[src/rtl/dm_wb_cache_ctrl.sv]
// dm_wb_cache_ctrl
//   Direct-mapped, write-back, write-allocate cache controller with one
//   32-bit word per line. Serves one CPU load/store at a time and drives a
//   word-addressed backing memory with a combinational read port.
//
// Ports
//   clk, rst_n      clock, asynchronous active-low reset
//   cpu_req_*       request channel (valid/ready, rw, addr, wdata)
//   cpu_resp_*      one-cycle completion pulse and load data
//   mem_wr_en       memory write strobe (WRITEBACK only)
//   mem_addr        memory word address
//   mem_wdata       memory write data
//   mem_rdata       memory combinational read data for mem_addr
//   hit_count       saturating hit counter
//   miss_count      saturating miss counter
module dm_wb_cache_ctrl #(
    parameter int NUM_LINES  = 16,
    parameter int ADDR_WIDTH = 32
) (
    input  logic                  clk,
    input  logic                  rst_n,
    input  logic                  cpu_req_valid,
    output logic                  cpu_req_ready,
    input  logic                  cpu_req_rw,
    input  logic [ADDR_WIDTH-1:0] cpu_req_addr,
    input  logic [31:0]           cpu_req_wdata,
    output logic                  cpu_resp_valid,
    output logic [31:0]           cpu_resp_rdata,
    output logic                  mem_wr_en,
    output logic [ADDR_WIDTH-1:0] mem_addr,
    output logic [31:0]           mem_wdata,
    input  logic [31:0]           mem_rdata,
    output logic [31:0]           hit_count,
    output logic [31:0]           miss_count
);

    localparam int INDEX_W = $clog2(NUM_LINES);
    localparam int TAG_W   = ADDR_WIDTH - INDEX_W;

    typedef enum logic [1:0] {
        IDLE,
        COMPARE,
        WRITEBACK,
        ALLOCATE
    } state_t;

    state_t state, state_next;

    logic [NUM_LINES-1:0] line_valid;
    logic [NUM_LINES-1:0] line_dirty;
    logic [TAG_W-1:0]     tag_arr  [NUM_LINES];
    logic [31:0]          data_arr [NUM_LINES];

    logic                  req_rw;
    logic [ADDR_WIDTH-1:0] req_addr;
    logic [31:0]           req_wdata;
    logic                  first_lookup;

    logic [INDEX_W-1:0] idx;
    logic [TAG_W-1:0]   req_tag;
    logic [TAG_W-1:0]   line_tag;
    logic [31:0]        line_data;
    logic               hit;

    assign idx       = req_addr[INDEX_W-1:0];
    assign req_tag   = req_addr[ADDR_WIDTH-1:INDEX_W];
    assign line_tag  = tag_arr[idx];
    assign line_data = data_arr[idx];
    assign hit       = line_valid[idx] && (line_tag == req_tag);

    // State register
    always_ff @(posedge clk or negedge rst_n) begin
        if (!rst_n) begin
            state <= IDLE;
        end else begin
            state <= state_next;
        end
    end

    // Next-state logic
    always_comb begin
        state_next = state;
        case (state)
            IDLE:      if (cpu_req_valid) state_next = COMPARE;
            COMPARE: begin
                if (hit)                    state_next = IDLE;
                else if (line_valid[idx] &&
                         line_dirty[idx])   state_next = WRITEBACK;
                else                        state_next = ALLOCATE;
            end
            WRITEBACK: state_next = ALLOCATE;
            ALLOCATE:  state_next = COMPARE;
            default:   state_next = IDLE;
        endcase
    end

    // Memory-side and handshake outputs, purely from state
    always_comb begin
        cpu_req_ready = (state == IDLE);
        mem_wr_en     = 1'b0;
        mem_addr      = req_addr;
        mem_wdata     = line_data;
        if (state == WRITEBACK) begin
            mem_wr_en = 1'b1;
            mem_addr  = {line_tag, idx};
        end
    end

    // Request latch, line status bits, response and statistics
    always_ff @(posedge clk or negedge rst_n) begin
        if (!rst_n) begin
            req_rw         <= 1'b0;
            req_addr       <= '0;
            req_wdata      <= '0;
            first_lookup   <= 1'b0;
            line_valid     <= '0;
            line_dirty     <= '0;
            cpu_resp_valid <= 1'b0;
            cpu_resp_rdata <= '0;
            hit_count      <= '0;
            miss_count     <= '0;
        end else begin
            cpu_resp_valid <= 1'b0;
            case (state)
                IDLE: begin
                    if (cpu_req_valid) begin
                        req_rw       <= cpu_req_rw;
                        req_addr     <= cpu_req_addr;
                        req_wdata    <= cpu_req_wdata;
                        first_lookup <= 1'b1;
                    end
                end
                COMPARE: begin
                    // Only the first lookup of a request is counted; the
                    // retry after a fill always hits and is not a real hit.
                    if (first_lookup) begin
                        if (hit) begin
                            if (hit_count != '1) hit_count <= hit_count + 32'd1;
                        end else begin
                            if (miss_count != '1) miss_count <= miss_count + 32'd1;
                        end
                    end
                    first_lookup <= 1'b0;
                    if (hit) begin
                        cpu_resp_valid <= 1'b1;
                        if (req_rw) begin
                            line_dirty[idx] <= 1'b1;
                            cpu_resp_rdata  <= req_wdata;
                        end else begin
                            cpu_resp_rdata  <= line_data;
                        end
                    end
                end
                WRITEBACK: line_dirty[idx] <= 1'b0;
                ALLOCATE: begin
                    line_valid[idx] <= 1'b1;
                    line_dirty[idx] <= 1'b0;
                end
                default: ;
            endcase
        end
    end

    // Tag/data arrays carry no reset; validity is tracked by line_valid
    always_ff @(posedge clk) begin
        if (state == COMPARE && hit && req_rw) begin
            data_arr[idx] <= req_wdata;
        end else if (state == ALLOCATE) begin
            data_arr[idx] <= mem_rdata;
            tag_arr[idx]  <= req_tag;
        end
    end

endmodule
[config.mk]
export PLATFORM = sky130hd
export DESIGN_NAME = dm_wb_cache_ctrl
export DESIGN_NICKNAME = d
export VERILOG_FILES = /design/src/rtl/dm_wb_cache_ctrl.sv
export SDC_FILE = /design/constraint.sdc
export NUM_CORES = 1
export LEC_CHECK = 0
export BUFFER_PORTS_ARGS = -buffer_cell sky130_fd_sc_hd__clkbuf_2
export CORE_MARGIN = 5
export CORE_UTILIZATION = 40
export CTS_CLUSTER_SIZE = 10
export DETAILED_ROUTE_END_ITERATION = 10
export PLACE_DENSITY_LB_ADDON = 0.15
export REMOVE_ABC_BUFFERS = 1
export SETUP_SLACK_MARGIN = 0.1
export SLEW_MARGIN = 0
export SYNTH_ARGS = -nofsm -noshare
export SYNTH_HDL_FRONTEND = slang
export SYNTH_SLANG_ARGS = --single-unit
[constraint.sdc]
create_clock -name clk -period 9.8 [get_ports clk]
set_input_delay 1.96 -clock clk [delete_from_list [all_inputs] [get_ports clk]]
set_output_delay 1.96 -clock clk [all_outputs]
set_load 0.005 [all_outputs]
-- Word level (Yosys, flattened, before mapping)
Memories as Yosys holds them, arrays and structs flattened.
Cells that the tools add are included.
- add/subtract/negate cells: 2
- $lt $le $gt $ge: 2
- equal/unequal tests: 9
- muxes and demuxes: 26
- bitwise operators: 6
- reductions and logical operators: 15
- operators with widths (cell ; number):
    32-bit 2-to-1 mux ; 3
    32-bit by 1-bit adder with 32-bit output, second input constant ; 2
    32-bit != test, second input constant ; 2
    16-bit 2-to-1 mux ; 2
    16-bit OR ; 2
    16-bit one-hot mux with 2 select lines ; 1
    28-bit == test ; 1
    16-bit AND ; 1
    16-bit inverter ; 1
    1-bit 2-to-1 mux ; 13
    1-bit binary-select mux with 4-bit select ; 2
    2-bit one-hot mux with 4 select lines ; 1
    4-bit AND reduction ; 2
    2-bit != test, second input constant ; 3
    2-bit AND reduction ; 3
    1-bit logical AND ; 5
    4-bit by 5-bit < comparator with 1-bit output, second input constant ; 1
    1-bit demux with 4-bit select ; 1
    2-bit == test, second input constant ; 2
    4-bit by 1-bit >= comparator with 1-bit output, second input constant ; 1
    2-bit 2-to-1 mux ; 2
    2-bit nonzero test ; 2
    3-bit AND reduction ; 1
    2-bit by 1-bit == test with 1-bit output, second input constant ; 1
    5 further kinds ; 5
- register bits after elaboration: 197
- memory bits (writable): 960
- input port bits: 100
- output and inout bits: 163
- word-level logic and storage cells: 73
- memories kept: 2
- memory list (name ; depth ; bits a word ; rd ports ; clocked after memory_dff ; wr ports ; RTL line ; RTL):
    data_arr ; 16 ; 32 ; 1 ; 0 ; 1 ; 52 ; logic [31:0] data_arr [NUM_LINES];
    tag_arr ; 16 ; 28 ; 1 ; 0 ; 1 ; 51 ; logic [TAG_W-1:0] tag_arr [NUM_LINES];

-- Logic depth before layout (Yosys ltp)
- word-level depth: 8
- depth in mapped cells: 17
- mapped depth without buffers: 10

-- Worst setup path after synthesis
OpenSTA, ideal clock, no wires.
- kind: reg-to-reg
- start: reg req_addr[0]
- end: mem data_arr[10][0], enable pin
- setup time: 0.461 ns
- data arrival time: 5.071 ns
- required time: 9.339 ns
- setup slack: 4.268 ns
- cell stages (with the launch flop): 12
- buffers on the path: 3
- period minus slack after synthesis: 5.532 ns
- path through: dfrtp_1 buf_4 buf_2 mux4_2 a22oi_1 nand2_1 xor2_1 nor4_1 and4_1 a31oi_1 clkbuf_1 nor3_1
- longest elaborated chain between the ends: 8
- elaborated cells on any way between the ends: 12
- classes of those cells: eq/ne: 1; mux: 6; bitwise: 1; reduce/logical: 3; memory: 1
- ends and longest elaborated chain (what ; RTL line ; RTL):
    from (decl) ; 55 ; logic [ADDR_WIDTH-1:0] req_addr;
    from (signal assigned) ; 128 ; req_addr <= cpu_req_addr;
    memory read 16 x 28 bit / 1-bit binary-select mux with 4-bit select (equally long branches) ; - ;
    28-bit == test / 1-bit 2-to-1 mux (equally long branches) ; 69 ; assign hit = line_valid[idx] && (line_tag == req_tag);
    1-bit logical AND ; 69 ;
    1-bit logical AND (2 in series) ; 166 ; if (state == COMPARE && hit && req_rw) begin
    1-bit 2-to-1 mux ; 166 ;
    1-bit 2-to-1 mux (on tied branches) ; 167, 169 ;
    1-bit OR (no source line) ; - ;
    to (decl) ; 52 ;
Parallel ways exist; a longest one is shown, timed or not. The select of a mux whose other input is x is not followed.

-- Worst setup path in the final report
- start: reg req_addr[0]
- end: out mem_wdata[26]
- longest elaborated chain between the ends: 1
- ends and longest elaborated chain (what ; RTL line ; RTL):
    memory read 16 x 32 bit ; - ;
    to (decl) ; 31 ; output logic [31:0] mem_wdata,
No other way between the ends.

==> metrics.md <==
| Metric | Value |
|---|---|
| Share of cells above drive strength 1 | 0.313 |
| Via count | 25898 |
| Static leakage | 19.3 nW |
| Filler Cells Inserted | 10114 |
| Post-CTS sizing | 0 |
| R2r setup slk | 3330 ps |
| WP data arrival | 4590 ps |
| Die X | 355 um |
| Die height | 355 um |
| Fin nets | 3013 |
| GRT overflow | 0 |
| Port Buffers | 262 |
| Clock-pin slew on the worst setup and hold paths | 60 ps |
| CTS tree | done |
| Overall power | 17.6 mW |
| Number of antenna violations at the first check in global routing | 1 |
| RSZ-0062 raised after global routing | false |
| Residual antenna-violating net count after detailed routing | 0 |
| Register Area | 33800 um2 |
| Die area | 126000 um2 |
| Final Setup Violations | 0 |
| R2R Path Start | req_addr[2]$_DFFE_PN0P_ |
| Pwr/cell area | 321 nW/um2 |
| Crit Path Class | flop to output port |
| First drt pass iteration count | 5 |
| Post-detail-place hpwl | 75.9 mm |
| Fin. Hold Viols | 0 |
| Count of state elements after synthesis | 1157 |
| Fin Hold WS | 468 ps |
| Status | completed |
| Req. time, crit path | 7840 ps |
| Hold Buf Count CTS | 0 |
| Placed insts | 4302 |
| Std cell rows | 126 |
| Clock Sinks | 1157 |
| End point of the critical path | mem_wdata[26] |
| Library cells used by synthesis | 75 |
| Yosys warns | 0 |
| Post-Layout Cell Count | 4545 |
| PnR worst setup slack | 3250 ps |
| Measured slew at the worst slew-check pin | 1300 ps |
| Layout area overhead | 15.4% |
| Slew Limit Headroom | 0.130 |
| Number of global-route vias before repair | 27334 |
| Final wirelength | 129 mm |
| Min Clock Period, post-route | 6550 ps |
| Clock Skew | 31.2 ps |
| CP Max Fanout | 51 |
| Worst slack at placement | 3440 ps |
| Slowest CP cell | buf_4 |
| Starting density of the core | 0.403 |
| Max incr delay on CP | 840 ps |
| Largest net degree at the start of global routing | 116 |
| CTS Buf Count | 138 |
| Worst-case reg-to-reg path depth | 11 |
| Worst-skew pair later-pin latency | 740 ps |
| Origin of the worst setup path | req_addr[0]$_DFFE_PN0P_ |
| Area of the multi-input gates | 13200 um2 |
| Achievable frequency | 0.153 GHz |
| MaxCap Viol Count | 0 |
| Post-Synthesis Cells | 2591 |
| Commonest non-fill, non-tap cells in the layout | 960 x edfxtp_1, 261 x clkbuf_2, 239 x mux4_2 |
| First-pass GRT wire length | 190 mm |
| GPL Wtd Cong | 0.849 |
| GRT Total Usage | 0.204 |
| Post-synth EDFFs | 960 |
| DRC | 0 |
| Syn avg cell area | 18.4 um2 |
| Crit path cell chain | buf_4 -> buf_4 -> mux4_2 -> mux4_2 -> clkbuf_2 |
| RR Endpoint | data_arr[2][28]$_DFFE_PP_ |
| H-tree depth | 4 |
| Buffers from clock root to sink, at most | 3 |
| Area of the mapped netlist | 47700 um2 |
| Final period utilization | 0.668 |
| IR Drop Worst-Case VDD | 0.208 mV |
| Clk root buf | clkbuf_16 |
| Utilization after layout | 0.465 |
| Drt via density | 5.70 |
| Top_reg_cell synth | edfxtp_1 |
| Core Region | 118000 um2 |
| Leading cell type in the layout, fill and taps excluded | edfxtp_1 |
| Slew Limit Fails | 0 |
| CP Launch Type | flop |
| Avg WL per Cell | 28.4 um |
| Worst setup EP type | output port |
| Post-CTS Setup Bufs | 0 |
| Async S/R FF share, synth | 0.170 |
| Iter 0 DRT Violations | 2259 |
| Ports | 263 |
| HP Class | flop to flop |
| Seq/Total Area, Yosys | 0.708 |
-- area by class of cell --
class                           instances  share of cell area
Antenna cell                            1           0.0000455
Clock buffer                          229              0.0734
Clock inverter                         13             0.00248
Inverter                               32             0.00221
Multi-Input combinational cell       1247               0.240
Sequential cell                      1157               0.614
Tap cell                             1536              0.0349
Timing Repair Buffer                  330              0.0335
-- registers in the layout, indices dropped and copies added (netlist names), named ones only --
signal and cells:
first_lookup 1, cpu_resp_rdata 32, req_rw 1, req_wdata 32, state 2, miss_count 32
cpu_resp_valid 1, tag_arr 448, req_addr 32, line_valid 16, hit_count 32, data_arr 512
-- logic make-up (layout without fill, tap and decap cells) --
logic type	Yosys count	after routing	synth area share
flops	1157	1157	0.708
mux	521	521	0.179
simple gates	399	399	0.0401
compound gates	240	240	0.0359
buf+inv	187	604	0.0199
xor+xnor	80	80	0.0147
fa+ha+maj	7	7	0.00184
other cells	0	1	0
-- cells in the mapped netlist, types with 8 or more instances --
library cell / count / share of area
buf_4: 20 / 0.0032
nor4_1: 22 / 0.0029
nor3_1: 62 / 0.0065
and3_1: 13 / 0.0017
xor2_1: 55 / 0.010
a31o_2: 8 / 0.0015
a32o_1: 13 / 0.0027
nand4_1: 12 / 0.0016
mux2i_1: 128 / 0.027
nand3_1: 45 / 0.0047
dfrtp_1: 197 / 0.10
o21bai_1: 8 / 0.0013
buf_2: 27 / 0.0028
clkbuf_1: 69 / 0.0054
a21oi_1: 23 / 0.0024
buf_1: 22 / 0.0017
a221oi_1: 8 / 0.0015
xnor2_1: 25 / 0.0046
mux4_2: 239 / 0.11
nor2_1: 64 / 0.0050
nor2b_1: 9 / 0.0012
a31oi_1: 9 / 0.0012
buf_6: 10 / 0.0024
nand2_1: 132 / 0.010
a211oi_1: 10 / 0.0016
inv_1: 28 / 0.0022
o22ai_1: 21 / 0.0028
mux4_1: 10 / 0.0055
o21ai_0: 57 / 0.0060
a22oi_1: 26 / 0.0041
edfxtp_1: 960 / 0.60
nand2b_1: 9 / 0.0012
mux2_2: 144 / 0.034
o211ai_1: 13 / 0.0020
-- through the flow --
stage | instance area, um2 | setup TNS, ps
2_1_floorplan | 46800 | -3343600
3_3_place_gp | 50800 | 0
3_5_place_dp | 50800 | 0
4_1_cts | 55000 | 0
5_1_grt | 55000 | 0
6_report | 55000 | 0
-- worst max-delay path: cells and delay by family, from the launching register on --
family	cells	cell delay, ps
buf+inv	3	1830
flops	1	660
mux	2	1190
-- how the worst min path moves through the flow --
stage / start / to / slack (ps) / cells past startpoint
after CTS: line_valid[0]$_DFFE_PN0P_ / line_valid[0]$_DFFE_PN0P_ / 470 / 1
after floorplan: line_valid[2]$_DFFE_PN0P_ / line_valid[2]$_DFFE_PN0P_ / 440 / 1
after global placement: line_valid[6]$_DFFE_PN0P_ / line_valid[6]$_DFFE_PN0P_ / 450 / 1
final: line_valid[0]$_DFFE_PN0P_ / line_valid[0]$_DFFE_PN0P_ / 470 / 1
after detailed placement: line_valid[0]$_DFFE_PN0P_ / line_valid[0]$_DFFE_PN0P_ / 460 / 1
after global routing: line_valid[7]$_DFFE_PN0P_ / line_valid[7]$_DFFE_PN0P_ / 480 / 1
-- layer usage --
layer,vias up,global-route usage,wire (um)
met5,-,0,0
met4,0,0.0653,3650
met1,13698,0.276,54300
met3,219,0.0376,7600
met2,907,0.339,63500
li1,11074,-,-
-- where the power goes --
part / leakage, nW / switching, mW / internal [mW] / total (mW)
registers: 11.1 / 0.593 / 6.53 / 7.12
clock network: 2.01 / 1.94 / 2.82 / 4.76
logic: 6.15 / 3.45 / 2.32 / 5.77
total: 19.3 / 5.98 / 11.7 / 17.6
Power figures use the tool's default switching activity.
